<file path="config.mk">
export PLATFORM = sky130hd
export DESIGN_NAME = apb4_arbiter_flat
export DESIGN_NICKNAME = d
export VERILOG_FILES = /design/src/rtl/apb4_arbiter_pkg.sv /design/src/rtl/apb4_arbiter_if.sv /design/src/rtl/rr_picker.sv /design/src/rtl/apb4_arbiter.sv /design/src/flat_wrapper.sv
export SDC_FILE = /design/constraint.sdc
export NUM_CORES = 1
export LEC_CHECK = 0
export BUFFER_PORTS_ARGS = -buffer_cell sky130_fd_sc_hd__buf_2
export CAP_MARGIN = 20
export CORE_AREA = 4 4 144 146
export CTS_CLUSTER_DIAMETER = 80
export DETAILED_ROUTE_END_ITERATION = 8
export DIE_AREA = 0 0 148 150
export GPL_ROUTABILITY_DRIVEN = 0
export GPL_TIMING_DRIVEN = 0
export PLACE_DENSITY = 0.62
export SLEW_MARGIN = 15
export SYNTH_ARGS = -nofsm -noshare
export SYNTH_HDL_FRONTEND = slang
export SYNTH_SLANG_ARGS = --single-unit
</file>
<file path="constraint.sdc">
create_clock -name clk_i -period 1.6 [get_ports clk_i]
set_clock_uncertainty 0.2 [all_clocks]
set_input_delay 0.24 -clock clk_i [delete_from_list [all_inputs] [get_ports clk_i]]
set_output_delay 0.24 -clock clk_i [all_outputs]
set_load 0.01 [all_outputs]
</file>
<file path="src/rtl/apb4_arbiter_pkg.sv">
// apb4_arbiter_pkg: FSM encoding and fixed APB attributes for the arbiter
package apb4_arbiter_pkg;
    typedef enum logic [1:0] {ARB_IDLE, ARB_SETUP, ARB_ACCESS} arb_state_e;
    localparam logic [2:0] APB_PROT_DEFAULT = 3'b000;
endpackage

</file>
<file path="src/rtl/apb4_arbiter_if.sv">
// apb4_arbiter_if: APB4 bus between the arbiter (master) and one completer (slave)
interface apb4_arbiter_if #(
    parameter int ADDR_WIDTH = 32,
    parameter int DATA_WIDTH = 32
);
    logic [ADDR_WIDTH-1:0]   paddr;
    logic                    pwrite;
    logic [DATA_WIDTH-1:0]   pwdata;
    logic [DATA_WIDTH/8-1:0] pstrb;
    logic [2:0]              pprot;
    logic                    psel;
    logic                    penable;
    logic [DATA_WIDTH-1:0]   prdata;
    logic                    pready;
    logic                    pslverr;
    modport master (
        output paddr, pwrite, pwdata, pstrb, pprot, psel, penable,
        input  prdata, pready, pslverr
    );
    modport slave (
        input  paddr, pwrite, pwdata, pstrb, pprot, psel, penable,
        output prdata, pready, pslverr
    );
endinterface

</file>
<file path="src/rtl/rr_picker.sv">
// rr_picker: one-hot round-robin pick, searching upward from the slot after last_i
module rr_picker #(
    parameter  int NUM_REQ = 2,
    localparam int IW      = $clog2(NUM_REQ)
) (
    input  logic [NUM_REQ-1:0] req_i,
    input  logic [IW-1:0]      last_i,
    output logic [NUM_REQ-1:0] gnt_o
);
    logic found;
    always_comb begin
        gnt_o = '0;
        found = 1'b0;
        for (int i = 0; i < NUM_REQ; i++) begin
            if (!found && req_i[i] && IW'(i) > last_i) begin
                gnt_o[i] = 1'b1;
                found    = 1'b1;
            end
        end
        // wrap-around pass: slots up to and including the last grant
        for (int i = 0; i < NUM_REQ; i++) begin
            if (!found && req_i[i] && IW'(i) <= last_i) begin
                gnt_o[i] = 1'b1;
                found    = 1'b1;
            end
        end
    end
endmodule

</file>
<file path="src/rtl/apb4_arbiter.sv">
// apb4_arbiter: round-robin arbiter sharing one APB4 completer among NUM_REQ requesters
module apb4_arbiter
    import apb4_arbiter_pkg::*;
#(
    parameter int NUM_REQ     = 2,
    parameter int ADDR_WIDTH  = 32,
    parameter int DATA_WIDTH  = 32,
    parameter int TIMEOUT_CYC = 256
) (
    input  logic                            clk_i,
    input  logic                            rst_i,
    input  logic [NUM_REQ-1:0]              req_valid_i,
    output logic [NUM_REQ-1:0]              req_ready_o,
    input  logic [NUM_REQ-1:0]              req_write_i,
    input  logic [NUM_REQ*ADDR_WIDTH-1:0]   req_addr_i,
    input  logic [NUM_REQ*DATA_WIDTH-1:0]   req_wdata_i,
    input  logic [NUM_REQ*DATA_WIDTH/8-1:0] req_wstrb_i,
    output logic [NUM_REQ-1:0]              rsp_valid_o,
    output logic [DATA_WIDTH-1:0]           rsp_rdata_o,
    output logic                            rsp_err_o,
    apb4_arbiter_if.master                  apb
);
    localparam int IW = $clog2(NUM_REQ);
    localparam int SW = DATA_WIDTH / 8;
    localparam int TW = TIMEOUT_CYC > 0 ? $clog2(TIMEOUT_CYC + 1) : 1;

    arb_state_e            state_q, state_d;
    logic [IW-1:0]         last_q, last_d;
    logic [NUM_REQ-1:0]    owner_q, owner_d;
    logic                  write_q, write_d;
    logic [ADDR_WIDTH-1:0] addr_q, addr_d;
    logic [DATA_WIDTH-1:0] wdata_q, wdata_d;
    logic [SW-1:0]         wstrb_q, wstrb_d;
    logic [TW-1:0]         cnt_q, cnt_d;
    logic [NUM_REQ-1:0]    rsp_valid_q, rsp_valid_d;
    logic [DATA_WIDTH-1:0] rsp_rdata_q, rsp_rdata_d;
    logic                  rsp_err_q, rsp_err_d;
    logic [NUM_REQ-1:0]    pick;
    logic [IW-1:0]         pick_idx;
    logic                  sel_write;
    logic [ADDR_WIDTH-1:0] sel_addr;
    logic [DATA_WIDTH-1:0] sel_wdata;
    logic [SW-1:0]         sel_wstrb;
    logic                  expired;

    rr_picker #(.NUM_REQ(NUM_REQ)) u_picker (
        .req_i  (req_valid_i),
        .last_i (last_q),
        .gnt_o  (pick)
    );

    always_comb begin
        pick_idx  = '0;
        sel_write = 1'b0;
        sel_addr  = '0;
        sel_wdata = '0;
        sel_wstrb = '0;
        for (int i = 0; i < NUM_REQ; i++) begin
            if (pick[i]) begin
                pick_idx  = IW'(i);
                sel_write = req_write_i[i];
                sel_addr  = req_addr_i[i*ADDR_WIDTH +: ADDR_WIDTH];
                sel_wdata = req_wdata_i[i*DATA_WIDTH +: DATA_WIDTH];
                sel_wstrb = req_wstrb_i[i*SW +: SW];
            end
        end
    end

    assign expired = TIMEOUT_CYC != 0 && cnt_q == TW'(TIMEOUT_CYC);

    always_comb begin
        state_d     = state_q;
        last_d      = last_q;
        owner_d     = owner_q;
        write_d     = write_q;
        addr_d      = addr_q;
        wdata_d     = wdata_q;
        wstrb_d     = wstrb_q;
        cnt_d       = cnt_q;
        rsp_valid_d = '0;
        rsp_rdata_d = rsp_rdata_q;
        rsp_err_d   = rsp_err_q;
        req_ready_o = '0;
        case (state_q)
            ARB_IDLE: begin
                if (|pick) begin
                    req_ready_o = pick;
                    state_d     = ARB_SETUP;
                    last_d      = pick_idx;
                    owner_d     = pick;
                    write_d     = sel_write;
                    addr_d      = sel_addr;
                    wdata_d     = sel_write ? sel_wdata : '0;
                    wstrb_d     = sel_write ? sel_wstrb : '0;
                end
            end
            ARB_SETUP: begin
                state_d = ARB_ACCESS;
                cnt_d   = '0;
            end
            ARB_ACCESS: begin
                cnt_d = cnt_q + 1'b1;
                // a completion in the expiry cycle is honoured as a normal response
                if (apb.pready || expired) begin
                    state_d     = ARB_IDLE;
                    rsp_valid_d = owner_q;
                    rsp_rdata_d = (apb.pready && !write_q) ? apb.prdata : '0;
                    rsp_err_d   = apb.pready ? apb.pslverr : 1'b1;
                end
            end
            default: state_d = ARB_IDLE;
        endcase
    end

    always_ff @(posedge clk_i) begin
        if (rst_i) begin
            state_q     <= ARB_IDLE;
            last_q      <= IW'(NUM_REQ - 1);
            owner_q     <= '0;
            write_q     <= 1'b0;
            addr_q      <= '0;
            wdata_q     <= '0;
            wstrb_q     <= '0;
            cnt_q       <= '0;
            rsp_valid_q <= '0;
            rsp_rdata_q <= '0;
            rsp_err_q   <= 1'b0;
        end else begin
            state_q     <= state_d;
            last_q      <= last_d;
            owner_q     <= owner_d;
            write_q     <= write_d;
            addr_q      <= addr_d;
            wdata_q     <= wdata_d;
            wstrb_q     <= wstrb_d;
            cnt_q       <= cnt_d;
            rsp_valid_q <= rsp_valid_d;
            rsp_rdata_q <= rsp_rdata_d;
            rsp_err_q   <= rsp_err_d;
        end
    end

    assign apb.psel    = state_q != ARB_IDLE;
    assign apb.penable = state_q == ARB_ACCESS;
    assign apb.paddr   = addr_q;
    assign apb.pwrite  = write_q;
    assign apb.pwdata  = wdata_q;
    assign apb.pstrb   = wstrb_q;
    assign apb.pprot   = APB_PROT_DEFAULT;
    assign rsp_valid_o = rsp_valid_q;
    assign rsp_rdata_o = rsp_rdata_q;
    assign rsp_err_o   = rsp_err_q;
endmodule

</file>
<file path="src/flat_wrapper.sv">
// flat-port wrapper written by rule: the top's interface ports become plain ports
module apb4_arbiter_flat import apb4_arbiter_pkg::*;
#(
    parameter int NUM_REQ     = 2,
    parameter int ADDR_WIDTH  = 32,
    parameter int DATA_WIDTH  = 32,
    parameter int TIMEOUT_CYC = 256
)
  (clk_i, rst_i, req_valid_i, req_ready_o, req_write_i, req_addr_i, req_wdata_i, req_wstrb_i, rsp_valid_o, rsp_rdata_o, rsp_err_o, apb_paddr, apb_pwrite, apb_pwdata, apb_pstrb, apb_pprot, apb_psel, apb_penable, apb_prdata, apb_pready, apb_pslverr);
  apb4_arbiter_if #(.ADDR_WIDTH(ADDR_WIDTH), .DATA_WIDTH(DATA_WIDTH)) apb_i ();
  input  logic clk_i;
  input  logic rst_i;
  input  logic [NUM_REQ-1:0] req_valid_i;
  output logic [NUM_REQ-1:0] req_ready_o;
  input  logic [NUM_REQ-1:0] req_write_i;
  input  logic [NUM_REQ*ADDR_WIDTH-1:0] req_addr_i;
  input  logic [NUM_REQ*DATA_WIDTH-1:0] req_wdata_i;
  input  logic [NUM_REQ*DATA_WIDTH/8-1:0] req_wstrb_i;
  output logic [NUM_REQ-1:0] rsp_valid_o;
  output logic [DATA_WIDTH-1:0] rsp_rdata_o;
  output logic rsp_err_o;
  output wire logic [$bits(apb_i.paddr)-1:0] apb_paddr;
  output wire logic [$bits(apb_i.pwrite)-1:0] apb_pwrite;
  output wire logic [$bits(apb_i.pwdata)-1:0] apb_pwdata;
  output wire logic [$bits(apb_i.pstrb)-1:0] apb_pstrb;
  output wire logic [$bits(apb_i.pprot)-1:0] apb_pprot;
  output wire logic [$bits(apb_i.psel)-1:0] apb_psel;
  output wire logic [$bits(apb_i.penable)-1:0] apb_penable;
  input wire logic [$bits(apb_i.prdata)-1:0] apb_prdata;
  input wire logic [$bits(apb_i.pready)-1:0] apb_pready;
  input wire logic [$bits(apb_i.pslverr)-1:0] apb_pslverr;
  assign apb_paddr = apb_i.paddr;
  assign apb_pwrite = apb_i.pwrite;
  assign apb_pwdata = apb_i.pwdata;
  assign apb_pstrb = apb_i.pstrb;
  assign apb_pprot = apb_i.pprot;
  assign apb_psel = apb_i.psel;
  assign apb_penable = apb_i.penable;
  assign apb_i.prdata = apb_prdata;
  assign apb_i.pready = apb_pready;
  assign apb_i.pslverr = apb_pslverr;
  apb4_arbiter #(.NUM_REQ(NUM_REQ), .ADDR_WIDTH(ADDR_WIDTH), .DATA_WIDTH(DATA_WIDTH), .TIMEOUT_CYC(TIMEOUT_CYC)) u_core (.clk_i(clk_i), .rst_i(rst_i), .req_valid_i(req_valid_i), .req_ready_o(req_ready_o), .req_write_i(req_write_i), .req_addr_i(req_addr_i), .req_wdata_i(req_wdata_i), .req_wstrb_i(req_wstrb_i), .rsp_valid_o(rsp_valid_o), .rsp_rdata_o(rsp_rdata_o), .rsp_err_o(rsp_err_o), .apb(apb_i));
endmodule
</file>
* Word level (Yosys, flattened, before mapping)
Cells that the tools add are included.
Widths: inputs -> output; s select.
** Storage, ports and cells
- Flip-flop bits (word level) :: 118
- Input port bits :: 176
- Output and inout bits :: 111
- Logic and storage cells :: 69
** Cells by class
- Add/sub/neg operators :: 1
- $lt $le $gt $ge :: 4
- Eq/ne operators :: 5
- Mux-type cells :: 25
- Bitwise logic cells :: 2
- Reductions and logical operators :: 21
** Operator list (number)
- $mux 32 :: 6
- $pmux 9 s2 :: 1
- $mux 4 :: 3
- $mux 1 :: 10
- $add 9x1->9 const B :: 1
- $eq 9x9->1 const B :: 1
- $logic_and 1x1->1 :: 8
- $mux 2 :: 4
- $pmux 2 s3 :: 1
- $reduce_and 2->1 :: 3
- $logic_not 1->1 :: 4
- $ne 2x1->1 const B :: 2
- $reduce_bool 2->1 :: 2
- $reduce_or 3->1 :: 1
- $eq 2x1->1 const B :: 1
- $eq 2x2->1 const B :: 1
- $gt 1x1->1 const A :: 2
- $le 1x1->1 const A :: 2
- $logic_not 2->1 :: 1
- $not 1->1 :: 2
- $reduce_or 2->1 :: 1
- $logic_or 1x1->1 :: 1

* Logic depth before layout (Yosys ltp)
Gate-level depths: netlist of run 1.
- Word-level depth :: 18
- Gate-level depth with buffers :: 9
- Gate-level depth less buffers :: 6

* Hierarchy
A second synthesis of run 1 with hierarchy kept.
** Unflattened totals
- Cell total of the unflattened synthesis :: 513
- Area, all modules :: 4951.0 um^2
** By module, submodules not included
- apb4_arbiter :: instances 1, cells each 510, area each 4932.2 um^2, seq. area each 2362.3 um^2
- rr_picker :: instances 1, cells each 3, area each 18.8 um^2, seq. area each 0.0 um^2

* Worst setup path after synthesis of run 1
OpenSTA, ideal clock, no wires.
- Path kind :: flip-flop to flip-flop
- Start :: register u_core.state_q[0]
- End :: register u_core.rsp_rdata_q[10] (netlist: u_core.rsp_rdata_o[10])
- Setup time :: 0.059 ns
- Arrival time :: 1.497 ns
- Required time :: 1.341 ns
- Slack :: -0.156 ns
- Cell stages (with the launch flop) :: 7
- Path buffers :: 1
- Clock period less this slack :: 1.756 ns
- Cells stage by stage :: dfxtp_1 > inv_1 > ha_1 > inv_2 > nor4b_2 > buf_2 > a22o_1
** Between the ends
- Longest elaborated chain between the ends :: 2
** RTL lines
- start, declared :: RTL line apb4_arbiter.sv:27 : arb_state_e state_q, state_d;
- start signal, assigned :: RTL line apb4_arbiter.sv:129 : state_q <= state_d;
- $eq 2x2->1
- via apb_penable :: RTL line flat_wrapper.sv:28 : output wire logic [$bits(apb_i.penable)-1:0] apb_penable;
- $reduce_and 2->1 (no line)
- end signal, assigned :: RTL line apb4_arbiter.sv:138 : rsp_rdata_q <= rsp_rdata_d;
- end, declared :: RTL line apb4_arbiter.sv:36 : logic [DATA_WIDTH-1:0] rsp_rdata_q, rsp_rdata_d;
The timed path passes the listed nets, and every way through them passes these cells.
A chain may end at the register's enable or synchronous reset.

* Final worst setup path of run 1
- Start :: register u_core.cnt_q[5]
- End :: register u_core.rsp_rdata_q[17] (netlist: u_core.rsp_rdata_o[17])
** Between the ends
- Longest elaborated chain between the ends :: 3
** RTL lines
- start, declared :: RTL line apb4_arbiter.sv:34 : logic [TW-1:0] cnt_q, cnt_d;
- start signal, assigned :: RTL line apb4_arbiter.sv:136 : cnt_q <= cnt_d;
- $eq 9x9->1 :: RTL line apb4_arbiter.sv:69 : assign expired = TIMEOUT_CYC != 0 && cnt_q == TW'(TIMEOUT_CYC);
- $logic_or 1x1->1 :: RTL line apb4_arbiter.sv:104 : if (apb.pready || expired) begin
- $reduce_and 2->1 (no line)
Every way passes these cells.

==> flow_summary.json, run 1 <==
{
  "status": "finished with violations",
  "violations": "setup timing",
  "yosys_warnings": 0,
  "path_max_fanout": 10,
  "async_reset_ff_frac": 0,
  "clkLatencyLatePin_ns": 0.41,
  "synth_cell_type_count": 47,
  "yosys.area_share.xor_xnor": 0.0109,
  "pre_cts_slack_ns": -0.677,
  "grt_util_all_layers": 0.193,
  "cts_max_level": 4,
  "start_util": 0.249,
  "power_frac_clock": 0.338,
  "cts_tree": "built",
  "dp_hpwl_um": 13400,
  "fin_util": 0.521,
  "syn_inst": 481,
  "fin_ws_ns": -0.188,
  "routed_via_density": 4.76,
  "synth_top_cells_by_area": "dfxtp_1, a22o_1, a22oi_2",
  "io_buffer_count": 282,
  "p_sw_frac": 0.319,
  "grt_pass1_wl_um": 33500,
  "end_kind": "flip-flop",
  "synth_edf_count": 0,
  "hold_path.class": "in -> reg",
  "internal_power_mw": 7.58,
  "yosysSeqAreaShare": 0.489,
  "p_leak_nw": 4.56,
  "layout.cells.non_filler": 1271,
  "drc": 0,
  "syn_area_mm2": 0.00483,
  "ir_drop_v": 0.000669,
  "fin_crit_ns": 1.79,
  "clock-sinks": 118,
  "crit_slowest_cell": "dfxtp_2",
  "setup_violations": 106,
  "fillCellCount": 1693,
  "fin_nets": 1171,
  "cp-start-kind": "flip-flop",
  "critPathTopFamily": "compound AO/OA/AOI/OAI gates",
  "clkSlewWorstSetupHoldPaths_ns": 0.06,
  "synth_compound_area_frac": 0.276,
  "tightest_slew_ns": 0.561,
  "worst_hold_slack_ns": 0.0292,
  "ys_seq_elements": 118,
  "drive_gt1_frac": 0.516,
  "timing.fmax_mhz": 559,
  "vias": 6055,
  "final_cell_mix": "buf_2, dlygate4sd3_1, dfxtp_1",
  "clockRootBuffer": "clkbuf_16",
  "drt_pre_antenna_iters": 4,
  "yosys.area_share.simple": 0.135,
  "switchingPower_mw": 3.56,
  "syn_to_final_growth_pct": 109,
  "power_mw": 11.1,
  "yosysTopAreaCellShare": 0.489,
  "rsz0062_at_grt": "yes",
  "first_iter_violations": 264,
  "cap_violations": 0,
  "wl_per_cell_um": 18.7,
  "coreArea_mm2": 0.0194,
  "p_comb_frac": 0.347,
  "p_per_area_mw_per_mm2": 1100,
  "multiInputGateArea_mm2": 0.00270,
  "required_ns": 1.70,
  "cp.arrival_ns": 1.88,
  "critPathBufInv": 2,
  "grt_max_degree": 17,
  "drt_wl_total_um": 23800,
  "synth_ff_type": "dfxtp_1",
  "p_seq_frac": 0.315,
  "maxSlewViolCount": 0,
  "period_share": 1.12,
  "synth_fa_ha_area_frac": 0.0156,
  "slowest_delay_ns": 0.34,
  "io_pins": 287,
  "placed_cells": 1030,
  "finalHoldViolCount": 0,
  "die_h_um": 150,
  "synth_top_family_by_area": "compound AO/OA/AOI/OAI gates",
  "slew_headroom": 0.626,
  "dieArea_mm2": 0.0222,
  "path_cells": "nor4_4, a41o_2, a21oi_4, buf_12, buf_6, a22o_1",
  "synth_area_leader_cell": "dfxtp_1",
  "synth.avg_cell_area_um2": 10.0,
  "cts_buffer_depth": 2,
  "path_class": "reg -> reg",
  "muxShareOfSynthArea": 0.00622,
  "cts_buffers": 17,
  "detail-route-antenna-nets": 0,
  "antenna_found_initial": 3,
  "die_w_um": 148,
  "rows": 51,
  "overflow": 0,
  "grt_pass1_vias": 6365,
  "layout_commonest_cell": "buf_2",
  "register_area_mm2": 0.00238
}
[sequential cells by signal, indices dropped and copies added, names as in the netlist]
name / flops
u_core.state_q: 2
u_core.owner_q: 2
u_core.apb.pwdata: 32
u_core.cnt_q: 9
u_core.last_q: 1
u_core.apb.pwrite: 1
u_core.apb.paddr: 32
u_core.rsp_valid_o: 2
u_core.apb.pstrb: 4
u_core.rsp_err_o: 1
u_core.rsp_rdata_o: 32
[final timing paths]
kind | slack [ns] | cells past startpoint | endpoint | startpoint
worst min-delay path | 0.03 | 3 | u_core.apb.pwdata[7]$_SDFFE_PP0P_ | rst_i
worst max-delay path | -0.19 | 6 | u_core.rsp_rdata_o[17]$_SDFFE_PP0P_ | u_core.cnt_q[5]$_SDFFE_PP0P_
worst max register to register | -0.19 | 6 | u_core.rsp_rdata_o[17]$_SDFFE_PP0P_ | u_core.cnt_q[5]$_SDFFE_PP0P_
worst min register to register | 0.25 | 2 | u_core.apb.pwdata[7]$_SDFFE_PP0P_ | u_core.apb.pwdata[7]$_SDFFE_PP0P_
[cell families after synthesis]
kind of cell,count (synthesis)
fa+ha+maj,6
xor+xnor,6
other cells,1
buf+inv,52
simple gates,141
mux,3
compound gates,154
flops,118
[worst min-delay path, stage by stage]
cell,delay (ns)
buf_2,0.10
nand3b_2,0.17
o21ai_1,0.07
[cells in the mapped netlist, drive strengths merged, types with 2 or more instances]
master / number
nor2: 44
nand2: 42
buf: 35
and3: 2
inv: 7
a22o: 32
a22oi: 37
a21oi: 7
nor3: 33
xor2: 5
nand2b: 6
ha: 6
dfxtp: 118
a221oi: 32
or3: 2
clkbuf: 10
and2: 4
nand4: 2
mux2i: 3
o21ai: 39
[metal layers]
layer,track usage,part of all wire,vias to the layer above
met2,0.341,0.51,330
met3,0.0591,0.075,75
met5,0,0.00055,-
met4,0.0970,0.035,2
li1,-,-,2811
met1,0.210,0.37,2837
[final cells by class]
| class | count | share of cell area |
|---|---|---|
| inverter | 7 | 0.00310 |
| buffer | 42 | 0.0448 |
| antenna | 4 | 0.000991 |
| clock buffer | 18 | 0.0425 |
| clock inverter | 14 | 0.0151 |
| sequential | 118 | 0.235 |
| timing repair buffer | 487 | 0.358 |
| multi-input combinational | 316 | 0.268 |
| tap | 265 | 0.0328 |
[metrics by stage]
stage	cell area (µm²)	TNS, ns
global route	10100	-16.75
CTS	9390	-8.76
global placement	6650	-29.56
finish	10100	-9.71
detailed placement	6650	-31.67
floorplan	4900	-0.118
[power by group through the flow]
stage	Clock, mW	Sequential, mW	Combinational [mW]
after global routing	3.99	3.55	4.13
after detailed placement	0	3.52	2.32
after global placement	0	3.51	2.30
after floorplan	0	3.64	1.25
after CTS	3.84	3.46	3.10
final	3.76	3.51	3.87
[what timing repair did]
item,in CTS,in global routing
endpoints found under the hold margin,101,0
gates cloned,6,9
setup buffers,15,9
pin swaps,41,31
resized for setup,78,100
setup endpoints to repair,120,114
hold buffers,170,0
Power figures use the tool's default switching activity.
==> run 2: changes to the inputs <==
Settings changed: CTS_BUF_LIST set to sky130_fd_sc_hd__clkbuf_4.
==> flow_summary.json, run 2 (same netlist as run 1, synthesis figures left out) <==
{
  "status": "finished with violations",
  "violations": "setup timing",
  "worst_hold_slack_ns": 0.0789,
  "die_w_um": 148,
  "grt_pass1_wl_um": 35000,
  "period_share": 1.18,
  "setup_violations": 111,
  "tns_ns": -22.15,
  "rows": 51,
  "pre_cts_slack_ns": -0.677,
  "fin_crit_ns": 1.89,
  "timing.fmax_mhz": 528,
  "grt_pass1_vias": 6431,
  "dieArea_mm2": 0.0222,
  "dp_hpwl_um": 13400,
  "use_met2": 0.365,
  "placed_cell_area_mm2": 0.00665,
  "clkLatencyLatePin_ns": 0.53,
  "cap_violations": 0,
  "grt_max_degree": 17,
  "worst-path-stages": 7,
  "fin_area_mm2": 0.0101,
  "antenna_found_initial": 1,
  "rr_worst_depth": 7,
  "end_kind": "flip-flop",
  "min_path_cells": 4,
  "syn_to_final_growth_pct": 109,
  "overflow": 0,
  "finalHoldViolCount": 0,
  "start_util": 0.249,
  "drc": 0,
  "clockRootBuffer": "clkbuf_4",
  "layout.cells.non_filler": 1289,
  "cp.arrival_ns": 2.11,
  "p_per_area_mw_per_mm2": 966,
  "slew_headroom": 0.517,
  "p_leak_nw": 4.61,
  "fin_nets": 1190,
  "placed_cells": 1030,
  "gr-max-usage-layer": "met2",
  "rsz0062_at_grt": "yes",
  "tightest_slew_ns": 0.724,
  "die_h_um": 150,
  "clock-sinks": 118,
  "maxSlewViolCount": 0,
  "io_buffer_count": 282,
  "routed_via_density": 4.65,
  "drt_wl_total_um": 23300,
  "first_iter_violations": 248,
  "drt_pre_antenna_iters": 4,
  "vias": 5997,
  "grtUsageMet3": 0.0533,
  "crit_slowest_cell": "dfxtp_4",
  "critPathTopFamily": "compound AO/OA/AOI/OAI gates",
  "fin_ws_ns": -0.294,
  "final_cell_mix": "buf_2, dlygate4sd3_1, dfxtp_1",
  "timing.critical_path.mode_cell": "buf_12",
  "required_ns": 1.82,
  "cts_buffers": 17,
  "clkSlewWorstSetupHoldPaths_ns": 0.12,
  "wl_per_cell_um": 18.1,
  "coreArea_mm2": 0.0194,
  "cts_tree": "built",
  "cts_max_level": 4,
  "hold_path.class": "in -> reg",
  "detail-route-antenna-nets": 0,
  "power_mw": 9.73,
  "fin_util": 0.519,
  "critPathBufInv": 3,
  "drive_gt1_frac": 0.562,
  "layout_commonest_cell": "buf_2",
  "met1_usage": 0.225,
  "path_cells": "nor4_4, a41o_2, a21oi_4, buf_12, buf_12, buf_8, a22o_1",
  "path_class": "reg -> reg",
  "ir_drop_v": 0.000483,
  "cts_buffer_depth": 2,
  "cp-start-kind": "flip-flop",
  "io_pins": 287,
  "path_max_fanout": 7,
  "grt_util_all_layers": 0.202,
  "slowest_delay_ns": 0.37
}
[run 2: cell count changes in the layout (fill, tap and decap cells not counted), sizes merged]
cell,change
bufbuf,-1
o21ai,-1
clkbuf,-4
diode,-1
buf,+22
and2,-1
nand3b,-1
dlygate4sd3,+5
[run 2: power by group]
| part | internal (mW) | total, mW | switching (mW) |
|---|---|---|---|
| clock network | 0.954 | 2.23 | 1.27 |
| registers | 3.29 | 3.55 | 0.262 |
| logic | 2.08 | 3.95 | 1.87 |
[run 2: what timing repair did]
item,4_1_cts,5_1_grt
resized for setup,132,104
endpoints found under the hold margin,107,0
setup buffers,32,17
endpoints found under the setup margin,121,119
cloned,9,1
pin swaps,53,52
hold buffers,175,0
[run 2: worst paths after layout]
check	to	slack (ns)	start
max	u_core.rsp_rdata_o[31]$_SDFFE_PP0P_	-0.29	u_core.cnt_q[3]$_SDFFE_PP0P_
min	u_core.apb.pwrite$_SDFFE_PP0P_	0.08	req_valid_i[0]
max reg2reg	u_core.rsp_rdata_o[31]$_SDFFE_PP0P_	-0.29	u_core.cnt_q[3]$_SDFFE_PP0P_
min reg2reg	u_core.apb.pwdata[12]$_SDFFE_PP0P_	0.25	u_core.apb.pwdata[12]$_SDFFE_PP0P_
[run 2: tightest hold or removal path, delay by kind of cell]
family | cells | cell delay (ns)
AO/OA/AOI/OAI | 2 | 0.30
buffers and inverters | 1 | 0.14
AND/OR/NAND/NOR | 1 | 0.07
[run 2: area by class of cell]
cell class                 instances  area (µm²)
antenna                            3        7.51
buffer                            40         422
clock buffer                      18         135
clock inverter                    14         153
fill                            1698        9330
inverter                           7        31.3
multi-input combinational        313        2770
sequential                       118        2400
tap                              265         332
timing repair buffer             511        3820
[run 2: metal layers]
metal | up-vias | routed length (µm) | part of all wire
li1 | 2836 | - | -
met2 | 293 | 12100 | 0.52
met3 | 70 | 1420 | 0.061
met1 | 2798 | 9040 | 0.39
met5 | - | 0 | 0
met4 | 0 | 796 | 0.034
==> run 3: changes to the inputs <==
Settings changed: CORE_AREA 4 4 144 146 to 4 4 114 116, DIE_AREA 0 0 148 150 to 0 0 118 120, PLACE_DENSITY 0.62 to 0.9.
==> flow_summary.json, run 3 (same netlist as run 1, synthesis figures left out) <==
{
  "status": "finished with violations",
  "violations": "hold timing, setup timing",
  "worstSetupEndpoint": "u_core.rsp_rdata_o[11]$_SDFFE_PP0P_",
  "crit_path_start": "u_core.state_q[1]$_SDFFE_PP0P_",
  "wl_per_cell_um": 21.4,
  "layout.cells.non_filler": 1147,
  "cp-start-kind": "flip-flop",
  "dp_hpwl_um": 11900,
  "placed_cells": 912,
  "clkLatencyLatePin_ns": 0.55,
  "maxSlewViolCount": 0,
  "coreArea_mm2": 0.0119,
  "hold_start": "req_valid_i[0]",
  "final_cell_mix": "buf_2, dlygate4sd3_1, dfxtp_1",
  "tns_ns": -19.61,
  "power_mw": 9.23,
  "timing.fmax_mhz": 534,
  "path_class": "reg -> reg",
  "period_share": 1.17,
  "required_ns": 1.88,
  "cts_max_level": 4,
  "layout_commonest_cell": "buf_2",
  "start_util": 0.405,
  "io_buffer_count": 282,
  "p_leak_nw": 4.26,
  "grt_util_all_layers": 0.318,
  "fin_nets": 1165,
  "routed_via_density": 5.54,
  "grt_pass1_wl_um": 35400,
  "overflow": 0,
  "rsz0062_at_grt": "yes",
  "reg2reg_to": "u_core.rsp_rdata_o[11]$_SDFFE_PP0P_",
  "cts_buffers": 17,
  "first_iter_violations": 464,
  "drt_wl_total_um": 24500,
  "p_per_area_mw_per_mm2": 1010,
  "register_area_mm2": 0.00238,
  "clock-sinks": 118,
  "vias": 6353,
  "hold_path.class": "in -> reg",
  "clkSlewWorstSetupHoldPaths_ns": 0.11,
  "path_max_fanout": 10,
  "grt_max_degree": 17,
  "drt_pre_antenna_iters": 5,
  "detail-route-antenna-nets": 0,
  "tightest_slew_ns": 0.681,
  "worst_hold_slack_ns": -0.0806,
  "antenna_found_initial": 4,
  "cts_tree": "built",
  "rr_worst_depth": 7,
  "die_w_um": 118,
  "io_pins": 287,
  "multiInputGateArea_mm2": 0.00243,
  "ir_drop_v": 0.000667,
  "drive_gt1_frac": 0.480,
  "fillCellCount": 662,
  "end_kind": "flip-flop",
  "clockRootBuffer": "clkbuf_4",
  "postCtsHoldBufs": 173,
  "syn_to_final_growth_pct": 88.5,
  "fin_crit_ns": 1.87,
  "dieArea_mm2": 0.0142,
  "finalHoldViolCount": 3,
  "grt_pass1_vias": 6573,
  "cap_violations": 0,
  "rows": 40,
  "die_h_um": 120,
  "r2r_slack_ns": -0.27,
  "fin_ws_ns": -0.273,
  "slew_headroom": 0.546,
  "cp.arrival_ns": 2.16,
  "drc": 0,
  "r2r-start": "u_core.state_q[1]$_SDFFE_PP0P_",
  "setup_violations": 111,
  "cts_buffer_depth": 2
}
-- run 3: worst min-delay path by stage --
| stage | cells past startpoint | slack [ns] | endpoint |
|---|---|---|---|
| global route | 4 | -0.11 | u_core.owner_q[0]$_SDFFE_PP0P_ |
| CTS | 4 | -0.12 | u_core.owner_q[0]$_SDFFE_PP0P_ |
| detailed placement | 2 | 0.23 | u_core.apb.pwdata[25]$_SDFFE_PP0P_ |
| global placement | 2 | 0.23 | u_core.apb.pwdata[25]$_SDFFE_PP0P_ |
| floorplan | 1 | 0.17 | u_core.rsp_rdata_o[10]$_SDFFE_PP0P_ |
| finish | 4 | -0.08 | u_core.owner_q[0]$_SDFFE_PP0P_ |
-- run 3: through the flow --
step	hold slack, ns	util	instance area, µm²	worst slack [ns]
3_5_place_dp	0.234	0.546	6500	-0.450
6_report	-0.0806	0.764	9100	-0.273
2_1_floorplan	0.165	-	4900	-0.00394
4_1_cts	-0.122	0.734	8750	-0.289
5_1_grt	-0.112	0.763	9090	-0.352
3_3_place_gp	0.230	0.546	6500	-0.433
-- run 3: area by class of cell --
cell class | instances | share of cell area
Tap cell | 147 | 0.0202
Multi-Input combinational cell | 313 | 0.267
Antenna cell | 4 | 0.00110
Clock inverter | 12 | 0.0175
Clock buffer | 20 | 0.0165
Inverter | 7 | 0.00344
Sequential cell | 118 | 0.262
Buffer | 44 | 0.0420
Timing Repair Buffer | 482 | 0.371
-- run 3: timing repair --
action,in CTS,in global routing
resized for setup,24,64
pin swaps,8,20
endpoints found under the setup margin,112,119
setup buffers,15,8
hold endpoints to repair,107,4
cloned,4,0
-- run 3: per-layer routing --
layer | GRT usage | wire (µm) | vias to the layer above
met5 | 0 | 13 | -
met4 | 0.200 | 1330 | 2
met3 | 0.115 | 2770 | 132
met2 | 0.543 | 12100 | 515
met1 | 0.334 | 8370 | 2930
li1 | - | - | 2774
-- run 3: power by group --
group / switching, mW / total, mW / internal [mW]
registers: 0.222 / 3.50 / 3.27
logic: 1.74 / 3.30 / 1.56
clock network: 1.17 / 2.43 / 1.26
total: 3.13 / 9.23 / 6.10
-- run 3: critical path, stage by stage, from the launching register on --
cell and delay [ns]:
dfxtp_2 0.36, buf_4 0.11, ha_2 0.25, inv_2 0.08, nor4b_4 0.28, buf_4 0.19
buf_4 0.18, a22o_1 0.16
